`src/rtl/cpu_pkg.sv`:
```
// Shared definitions for the accumulator CPU control sequencer:
// opcode values, the 5-bit binary state encoding, control-word bit positions
// and a small opcode classification helper.
package cpu_pkg;

    localparam int unsigned STATE_W = 5;
    localparam int unsigned OPC_W   = 4;

    // Opcodes (IR[7:4])
    localparam logic [OPC_W-1:0] OP_NOP = 4'd0;
    localparam logic [OPC_W-1:0] OP_LDA = 4'd1;
    localparam logic [OPC_W-1:0] OP_ADD = 4'd2;
    localparam logic [OPC_W-1:0] OP_SUB = 4'd3;
    localparam logic [OPC_W-1:0] OP_STA = 4'd4;
    localparam logic [OPC_W-1:0] OP_LDI = 4'd5;
    localparam logic [OPC_W-1:0] OP_JMP = 4'd6;
    localparam logic [OPC_W-1:0] OP_OUT = 4'd7;
    localparam logic [OPC_W-1:0] OP_HLT = 4'd15;

    // Sequencer states. ADD and SUB get their own execute states so that
    // alu_sel stays a pure function of the state register.
    localparam logic [STATE_W-1:0] S_IDLE = 5'd0;
    localparam logic [STATE_W-1:0] S_F0   = 5'd1;
    localparam logic [STATE_W-1:0] S_F1   = 5'd2;
    localparam logic [STATE_W-1:0] S_F2   = 5'd3;
    localparam logic [STATE_W-1:0] S_DEC  = 5'd4;
    localparam logic [STATE_W-1:0] S_M0   = 5'd5;
    localparam logic [STATE_W-1:0] S_M1   = 5'd6;
    localparam logic [STATE_W-1:0] S_M2   = 5'd7;
    localparam logic [STATE_W-1:0] S_MB   = 5'd8;
    localparam logic [STATE_W-1:0] S_X0A  = 5'd9;
    localparam logic [STATE_W-1:0] S_X1A  = 5'd10;
    localparam logic [STATE_W-1:0] S_X0S  = 5'd11;
    localparam logic [STATE_W-1:0] S_X1S  = 5'd12;
    localparam logic [STATE_W-1:0] S_ST   = 5'd13;
    localparam logic [STATE_W-1:0] S_IM   = 5'd14;
    localparam logic [STATE_W-1:0] S_JP   = 5'd15;
    localparam logic [STATE_W-1:0] S_OT   = 5'd16;
    localparam logic [STATE_W-1:0] S_HALT = 5'd17;

    // Control-word bit positions
    localparam int unsigned CW_W          = 15;
    localparam int unsigned CW_MAR_LD_PC  = 0;
    localparam int unsigned CW_MAR_LD_IR  = 1;
    localparam int unsigned CW_RAM_RD     = 2;
    localparam int unsigned CW_RAM_WR     = 3;
    localparam int unsigned CW_PC_INC     = 4;
    localparam int unsigned CW_PC_LD      = 5;
    localparam int unsigned CW_IR_LD      = 6;
    localparam int unsigned CW_A_LD_MEM   = 7;
    localparam int unsigned CW_A_LD_ALU   = 8;
    localparam int unsigned CW_A_LD_IMM   = 9;
    localparam int unsigned CW_B_LD_MEM   = 10;
    localparam int unsigned CW_ALU_SEL    = 11;
    localparam int unsigned CW_OUT_LD     = 12;
    localparam int unsigned CW_HALTED     = 13;
    localparam int unsigned CW_INSTR_DONE = 14;

    // True for NOP and the undefined opcodes 8..14: the instruction ends in DEC.
    function automatic logic op_ends_at_dec(input logic [OPC_W-1:0] op);
        logic ends;
        ends = 1'b1;
        case (op)
            OP_LDA, OP_ADD, OP_SUB, OP_STA,
            OP_LDI, OP_JMP, OP_OUT, OP_HLT: ends = 1'b0;
            default:                        ends = 1'b1;
        endcase
        return ends;
    endfunction

endpackage

```
`src/rtl/cpu_ctrl_decode.sv`:
```
// Output decode for the control sequencer: state -> control word.
// Ports:
//   state  in  current sequencer state
//   ir_op  in  opcode from the IR (only used to flag NOP-class ends in DEC)
//   cw_c   out combinational control word, bit positions from cpu_pkg
module cpu_ctrl_decode
    import cpu_pkg::*;
#(
    parameter int unsigned OP_W = 4
) (
    input  logic [STATE_W-1:0] state,
    input  logic [OP_W-1:0]    ir_op,
    output logic [CW_W-1:0]    cw_c
);

    // One strobe group per state; anything unlisted decodes to all-zero.
    always_comb begin
        cw_c = '0;
        case (state)
            S_F0: cw_c[CW_MAR_LD_PC] = 1'b1;
            S_F1: begin
                cw_c[CW_RAM_RD]  = 1'b1;
                cw_c[CW_PC_INC]  = 1'b1;
            end
            S_F2: cw_c[CW_IR_LD] = 1'b1;
            // DEC is the last state only for NOP-class opcodes; the IR is
            // stable here, so this term is glitch-free in practice.
            S_DEC: cw_c[CW_INSTR_DONE] = op_ends_at_dec(OPC_W'(ir_op));
            S_M0: cw_c[CW_MAR_LD_IR] = 1'b1;
            S_M1: cw_c[CW_RAM_RD]    = 1'b1;
            S_M2: begin
                cw_c[CW_A_LD_MEM]   = 1'b1;
                cw_c[CW_INSTR_DONE] = 1'b1;
            end
            S_MB:  cw_c[CW_B_LD_MEM] = 1'b1;
            S_X0A: cw_c              = '0;
            S_X1A: begin
                cw_c[CW_A_LD_ALU]   = 1'b1;
                cw_c[CW_INSTR_DONE] = 1'b1;
            end
            S_X0S: cw_c[CW_ALU_SEL]  = 1'b1;
            S_X1S: begin
                cw_c[CW_ALU_SEL]    = 1'b1;
                cw_c[CW_A_LD_ALU]   = 1'b1;
                cw_c[CW_INSTR_DONE] = 1'b1;
            end
            S_ST: begin
                cw_c[CW_RAM_WR]     = 1'b1;
                cw_c[CW_INSTR_DONE] = 1'b1;
            end
            S_IM: begin
                cw_c[CW_A_LD_IMM]   = 1'b1;
                cw_c[CW_INSTR_DONE] = 1'b1;
            end
            S_JP: begin
                cw_c[CW_PC_LD]      = 1'b1;
                cw_c[CW_INSTR_DONE] = 1'b1;
            end
            S_OT: begin
                cw_c[CW_OUT_LD]     = 1'b1;
                cw_c[CW_INSTR_DONE] = 1'b1;
            end
            S_HALT:  cw_c[CW_HALTED] = 1'b1;
            default: cw_c = '0;
        endcase
    end

endmodule

```
`src/rtl/cpu_ctrl_seq.sv`:
```
// Microsequencer for the 8-bit accumulator CPU: fetch, decode, execute.
// Ports:
//   clk, rst        clock, asynchronous active-high reset (forces IDLE)
//   run             execute enable, sampled in IDLE and at each instruction end
//   ir_op           opcode from the IR, valid from DEC onward
//   mar_ld_pc/ir    MAR load strobes
//   ram_rd/ram_wr   RAM read / write strobes
//   pc_inc/pc_ld    PC increment / load
//   ir_ld           IR load from RAM data
//   a_ld_mem/alu/imm, b_ld_mem, out_ld   register load strobes
//   alu_sel         0 = add, 1 = subtract
//   halted          high while in HALT
//   instr_done      pulse on the last state of each instruction
module cpu_ctrl_seq
    import cpu_pkg::*;
#(
    parameter int unsigned OP_W        = 4,
    parameter bit          HALT_STICKY = 1'b1
) (
    input  logic            clk,
    input  logic            rst,
    input  logic            run,
    input  logic [OP_W-1:0] ir_op,
    output logic            mar_ld_pc,
    output logic            mar_ld_ir,
    output logic            ram_rd,
    output logic            ram_wr,
    output logic            pc_inc,
    output logic            pc_ld,
    output logic            ir_ld,
    output logic            a_ld_mem,
    output logic            a_ld_alu,
    output logic            a_ld_imm,
    output logic            b_ld_mem,
    output logic            alu_sel,
    output logic            out_ld,
    output logic            halted,
    output logic            instr_done
);

    logic [STATE_W-1:0] state;
    logic [STATE_W-1:0] next_state;
    logic [OPC_W-1:0]   op;
    logic [STATE_W-1:0] end_state;
    logic [CW_W-1:0]    cw_c;

    assign op = OPC_W'(ir_op);

    // Where every instruction goes after its last state.
    assign end_state = run ? S_F0 : S_IDLE;

    // State register
    always_ff @(posedge clk or posedge rst) begin
        if (rst) begin
            state <= S_IDLE;
        end else begin
            state <= next_state;
        end
    end

    // Next-state logic
    always_comb begin
        next_state = S_IDLE;
        case (state)
            S_IDLE: next_state = run ? S_F0 : S_IDLE;
            S_F0:   next_state = S_F1;
            S_F1:   next_state = S_F2;
            S_F2:   next_state = S_DEC;
            S_DEC: begin
                case (op)
                    OP_LDA, OP_ADD,
                    OP_SUB, OP_STA: next_state = S_M0;
                    OP_LDI:         next_state = S_IM;
                    OP_JMP:         next_state = S_JP;
                    OP_OUT:         next_state = S_OT;
                    OP_HLT:         next_state = S_HALT;
                    default:        next_state = end_state;
                endcase
            end
            S_M0:  next_state = (op == OP_STA) ? S_ST : S_M1;
            S_M1:  next_state = (op == OP_LDA) ? S_M2 : S_MB;
            S_MB:  next_state = (op == OP_SUB) ? S_X0S : S_X0A;
            // X0 lets the ALU register its operands before A takes the result.
            S_X0A: next_state = S_X1A;
            S_X0S: next_state = S_X1S;
            S_M2, S_X1A, S_X1S, S_ST,
            S_IM, S_JP, S_OT: next_state = end_state;
            S_HALT: begin
                if (HALT_STICKY) begin
                    next_state = S_HALT;
                end else begin
                    next_state = run ? S_HALT : S_IDLE;
                end
            end
            default: next_state = S_IDLE;
        endcase
    end

    cpu_ctrl_decode #(
        .OP_W (OP_W)
    ) u_decode (
        .state (state),
        .ir_op (ir_op),
        .cw_c  (cw_c)
    );

    assign mar_ld_pc  = cw_c[CW_MAR_LD_PC];
    assign mar_ld_ir  = cw_c[CW_MAR_LD_IR];
    assign ram_rd     = cw_c[CW_RAM_RD];
    assign ram_wr     = cw_c[CW_RAM_WR];
    assign pc_inc     = cw_c[CW_PC_INC];
    assign pc_ld      = cw_c[CW_PC_LD];
    assign ir_ld      = cw_c[CW_IR_LD];
    assign a_ld_mem   = cw_c[CW_A_LD_MEM];
    assign a_ld_alu   = cw_c[CW_A_LD_ALU];
    assign a_ld_imm   = cw_c[CW_A_LD_IMM];
    assign b_ld_mem   = cw_c[CW_B_LD_MEM];
    assign alu_sel    = cw_c[CW_ALU_SEL];
    assign out_ld     = cw_c[CW_OUT_LD];
    assign halted     = cw_c[CW_HALTED];
    assign instr_done = cw_c[CW_INSTR_DONE];

endmodule

```
`config.mk`:
```
export PLATFORM = sky130hd
export DESIGN_NAME = cpu_ctrl_seq
export DESIGN_NICKNAME = d
export VERILOG_FILES = /design/src/rtl/cpu_pkg.sv /design/src/rtl/cpu_ctrl_decode.sv /design/src/rtl/cpu_ctrl_seq.sv
export SDC_FILE = /design/constraint.sdc
export NUM_CORES = 1
export LEC_CHECK = 0
export CORE_MARGIN = 2
export CORE_UTILIZATION = 44
export CTS_CLUSTER_DIAMETER = 120
export CTS_CLUSTER_SIZE = 40
export DETAILED_ROUTE_END_ITERATION = 8
export GPL_TIMING_DRIVEN = 0
export HOLD_SLACK_MARGIN = 0.02
export MAX_ROUTING_LAYER = met4
export PLACE_DENSITY = 0.77
export SLEW_MARGIN = 0
export SYNTH_ARGS = -nofsm -noshare
export SYNTH_HDL_FRONTEND = slang
export SYNTH_SLANG_ARGS = --single-unit
```
`constraint.sdc`:
```
create_clock -name clk -period 1.7 [get_ports clk]
set_input_delay 0.255 -clock clk [delete_from_list [all_inputs] [get_ports clk]]
set_output_delay 0.255 -clock clk [all_outputs]
set_load 0.005 [all_outputs]
```
* Word level (Yosys, flattened, before mapping)
Memories as Yosys holds them, arrays and structs flattened. Cells that the tools add are included.
Cells by class: add/sub/neg operators 0, multiply operators 0, div/mod/pow operators 0, magnitude comparators 0, equal/unequal tests 25, shifts and indexed selects 0, muxes and demuxes 21, bitwise gates (word level) 0, reduce and logical (&&, ||, !) cells 7
Operators with widths (number):
- case mux 5 bit (11 select lines) | 1
- equality test 5 x 4 -> 1 bit, second input constant | 8
- case mux 5 bit (5 select lines) | 1
- equality test 5 x 3 -> 1 bit, second input constant | 4
- equality test 4 x 3 -> 1 bit, second input constant | 4
- 2-to-1 mux 1 bit | 15
- equality test 5 x 2 -> 1 bit, second input constant | 2
- equality test 5 bit, second input constant | 2
- equality test 4 x 2 -> 1 bit, second input constant | 2
- 2-to-1 mux 4 bit | 2
- OR reduction 8 bit | 1
- OR reduction 7 bit | 1
- OR reduction 2 bit | 3
- equality test 5 x 1 -> 1 bit, second input constant | 1
- logical NOT 5 bit | 1
- equality test 4 x 1 -> 1 bit, second input constant | 1
- equality test 4 bit, second input constant | 1
- OR reduction 4 bit | 1
- 2-to-1 mux 2 bit | 1
- case mux 1 bit (2 select lines) | 1
Word-level totals: register bits after elaboration 5, bits in latches 0, memory bits (writable) 0, ROM bits 16, input bits 7, output and inout bits 15, logic and storage cells 55, memories 1
Memory list:
- (no name shown) | words 16, bits a word 1, read ports 1, clocked after memory_dff 0, write ports 0, line cpu_pkg.sv:63 | case (op)

* Logic depth before layout (Yosys ltp)
depth after elaboration 4, depth in mapped cells 5, depth with buffers taken out 4

* Hierarchy
A second synthesis with hierarchy kept.
Unflattened totals: cell total of the unflattened synthesis 106, area total of the unflattened synthesis 747.0 um^2
Modules (own cells, without submodules):
- cpu_ctrl_seq | instances 1, cells each 67, area each 515.5 um^2, seq. area each 125.1 um^2
- cpu_ctrl_decode | instances 1, cells each 39, area each 231.5 um^2, seq. area each 0.0 um^2

* Worst setup path after synthesis
OpenSTA, ideal clock, no wires.
path type in2reg, from input port ir_op[0], to register state[0], setup time 0.139 ns, arrival 1.409 ns, required time 1.561 ns, slack 0.152 ns, stages 5, path buffers 1, cells stage by stage buf_2 -> or3_1 -> a21oi_1 -> a311oi_1 -> or4_1
On the way: word-level cells in the longest chain between the ends 4, elaborated cells between the ends (all ways) 13, those cells by class 8 x eq/ne; 4 x mux; 1 x reduce/logical
Ends and longest elaborated chain:
- start: declaration | line cpu_ctrl_seq.sv:23 | input logic [OP_W-1:0] ir_op,
- equality test 4 x 3 -> 1 bit (tied with other cells) | line cpu_ctrl_seq.sv:70, cpu_ctrl_seq.sv:80
- OR reduction 4 bit | line cpu_ctrl_seq.sv:70 | case (op)
- case mux 5 bit (5 select lines) | line cpu_ctrl_seq.sv:70
- case mux 5 bit (11 select lines) * | line cpu_ctrl_seq.sv:64 | case (state)
- net next_state[0] | line cpu_ctrl_seq.sv:42 | logic [STATE_W-1:0] next_state;
- end signal: assignment | line cpu_ctrl_seq.sv:57 | state <= next_state;
- end: declaration | line cpu_ctrl_seq.sv:41 | logic [STATE_W-1:0] state;
Mark *: on every way through the listed nets, which the timed path passes. The rest lies on a longest branch.

* Final worst setup path
from register state[3], to output port instr_done
On the way: word-level cells in the longest chain between the ends 3, elaborated cells between the ends (all ways) 10, those cells by class 8 x eq/ne; 1 x mux; 1 x reduce/logical
Ends and longest elaborated chain:
- equality test 5 x 3 -> 1 bit (tied with other cells) | line cpu_ctrl_decode.sv:19 | case (state)
- OR reduction 7 bit (no source line)
- case mux 1 bit (2 select lines) * | line cpu_ctrl_decode.sv:19
- end: declaration | line cpu_ctrl_seq.sv:38 | output logic instr_done
Mark *: on every way between the ends. The rest lies on a longest branch, timed or not.

==> flow_summary.yaml <==
clock_tree:
  h-tree-depth: 1
  clk_latency_ns: 0.26
  clockBufferDepth: 2
  cts_tree: "yes"
  cts_num_sinks: 5
  clk_pin_slew_ns: 0.05
  ctsHoldBuffers: 0
  cts_buffers: 3
  root_buffer: "clkbuf_4"
yosys:
  yosysMostFrequentCell: "nor2_1"
  yosysTopAreaCell: "dfrtp_1"
  yosysSeqAreaShare: 0.188
  syn_area_per_cell_um2: 6.67
  syn-num-nets: 107
  yosys.area.top_type_share: 0.188
  synth_ff_type: "dfrtp_1"
  netlist_area_um2: 667
  syn_inst: 100
  synth_area_leaders: "dfrtp_1 (19%), nor2_1 (11%), nand2_1 (5.1%)"
  synth-seq-cells: 5
  yosys_warnings: 0
  synth_edf_count: 0
  synthArstFlopShare: 1.00
  synth_cell_types: 39
  synth_common_cells: "nor2_1 (19), nand2_1 (9), a21oi_1 (6), clkbuf_1 (5), dfrtp_1 (5)"
drt:
  postRouteAntennaNets: 0
  routed_via_density: 6.18
  dr_total_vias: 964
  drt_iter0_drc: 44
  drt-total-wl_mm: 2.75
  drcViolationCount: 0
  wl_per_cell_um: 17.6
  dr.pass1.iters: 4
pwr:
  seqPwrFrac: 0.126
  power.internal_uw: 888
  p_sw_uw: 742
  p_leak_nw: 0.530
  clkPwrFrac: 0.096
  p_total_mw: 1.63
  power_frac_comb: 0.778
  ir_drop_v: 0.000892
  p_sw_frac: 0.455
  power.density_nw_per_um2: 1370
floorplanning:
  num_rows: 14
  fp.dieArea_um2: 1840
  core-area_um2: 1450
  num_io_pins: 22
  dieHeight_um: 42.9
  start_util: 0.459
  die_width_um: 42.9
timing:
  setup_violations: 14
  worst_pin_slew_ns: 0.379
  period_share: 1.10
  skew_ns: 0.00448
  relSlewSlack: 0.748
  period_needed_ns: 1.88
  maxSlewViolCount: 0
  hold-worst-slack_ns: 0.231
  finalHoldViolations: 0
  rsz0062_at_grt: "true"
  setup_slack_ns: -0.176
  max_freq_mhz: 533
placed_design:
  gp_congestion: 0.888
  hpwlAfterDp_mm: 1.42
  io_buffers: 18
  pre_cts_ws_ns: -0.410
grt:
  grt_pass1_wl_mm: 4.26
  first_global_vias: 913
  grtUsageTotal: 0.322
  antenna_found_initial: 0
  grt_max_degree: 11
  overflow: 0
worst_setup_path:
  crit_required_ns: 1.44
  arrival_ns: 1.62
  critical_path_class: "flop to primary output"
  critPathLaunchType: "flop"
  path_max_fanout: 3
  cp-end-kind: "primary output"
min_path:
  min_path_type: "primary input to asynchronous set/reset pin"
status:
  outcome: "finished with violations"
  violations: "setup timing"
finish:
  nets: 148
  antenna_cells: 0
  final_core_util: 0.816
  area_growth_pct: 77.9
  largest_reg_flops: 5
  drive_gt1_frac: 0.507
  top_regs: "state (5)"
  regMostFlops: "state"
flow_run:
  maxCapViolCount: 0
## layout make-up
type	instances	area [um^2]
Multi-Input combinational cell	84	627
Timing Repair Buffer	36	289
Fill cell	92	268
Sequential cell	5	129
Buffer	9	87.6
Clock buffer	4	26.3
Tap cell	16	20.0
Inverter	2	7.51
## kinds of logic (layout without fill, tap and decap cells)
logic type             Yosys count  after routing  share of synthesized area
AO/OA/AOI/OAI                   27             27                      0.278
buffers and inverters           11             51                     0.0675
multiplexers                     1              1                     0.0150
flip-flops                       5              5                      0.188
XOR/XNOR                         1              1                     0.0131
AND/OR/NAND/NOR                 55             55                      0.439
## per-layer routing
| layer | up-vias | GRT usage | wire (um) |
|---|---|---|---|
| met5 | - | - | 0 |
| met4 | 0 | 0.176 | 84 |
| met3 | 12 | 0.0596 | 196 |
| met2 | 64 | 0.536 | 1330 |
| met1 | 442 | 0.361 | 1140 |
| li1 | 446 | - | - |
## worst max-delay path, cell delays in order (launching register included)
cell and delay, ns:
dfrtp_1 0.40, buf_6 0.13, or3b_4 0.40, o311ai_2 0.22, a21o_1 0.11, buf_2 0.10
## worst paths after layout
path / cells past startpoint / slack, ns / from / end
min: 2 / 0.23 / rst / state[4]
min in group clk: 3 / 0.43 / ir_op[0] / state[4]
max: 5 / -0.18 / state[3] / instr_done
max in group asynchronous: 2 / 1.25 / rst / state[2]
max reg2reg: 6 / -0.14 / state[3] / state[0]
min reg2reg: 2 / 0.71 / state[4] / state[2]
## power by group through the flow
| stage | registers, mW | logic (mW) | clock network (mW) |
|---|---|---|---|
| after CTS | 0.201 | 1.07 | 0.148 |
| after detailed placement | 0.214 | 0.792 | 0 |
| after floorplan | 0.199 | 0.532 | 0 |
| final | 0.206 | 1.27 | 0.156 |
| after global routing | 0.208 | 1.35 | 0.161 |
| after global placement | 0.215 | 0.782 | 0 |
## cells in the final DEF (no fill, tap or decap), types with 2 or more instances in the layout
master           synthesis  layout
buf_2                    3      12
clkbuf_4                 0       3
inv_1                    2       2
nor2b_2                  0       2
clkbuf_1                 5       2
dfrtp_2                  0       3
clkdlybuf4s50_1          0       3
a21oi_1                  6       6
nor3_2                   0       2
or3_1                    3       2
clkbuf_8                 0       4
or3_4                    1       2
nand2_1                  9       8
nor2_2                   0       7
nor2_1                  19      12
buf_4                    0      12
dfrtp_1                  5       2
nand3_1                  3       3
buf_6                    0       7
or3b_4                   1       2
nor2b_1                  4       2
o21a_1                   2       2
dlygate4sd2_1            0       5
nand2b_4                 0       2
a31oi_1                  3       2
o21ai_0                  4       4
## per-stage QoR
stage,TNS [ns],instance area [um^2],instances
2_1_floorplan,0,667,100
3_3_place_gp,-4.03,867,134
6_report,-1.03,1190,156
4_1_cts,-0.643,1080,153
3_5_place_dp,-4.21,867,134
5_1_grt,-1.89,1190,156
## what timing repair did
action / CTS / global route
buffers inserted: 15 / 3
setup endpoints to repair: 16 / 19
pin swaps: 11 / 8
gates resized for setup: 79 / 22
No activity file was read; power rests on OpenSTA's default activity.
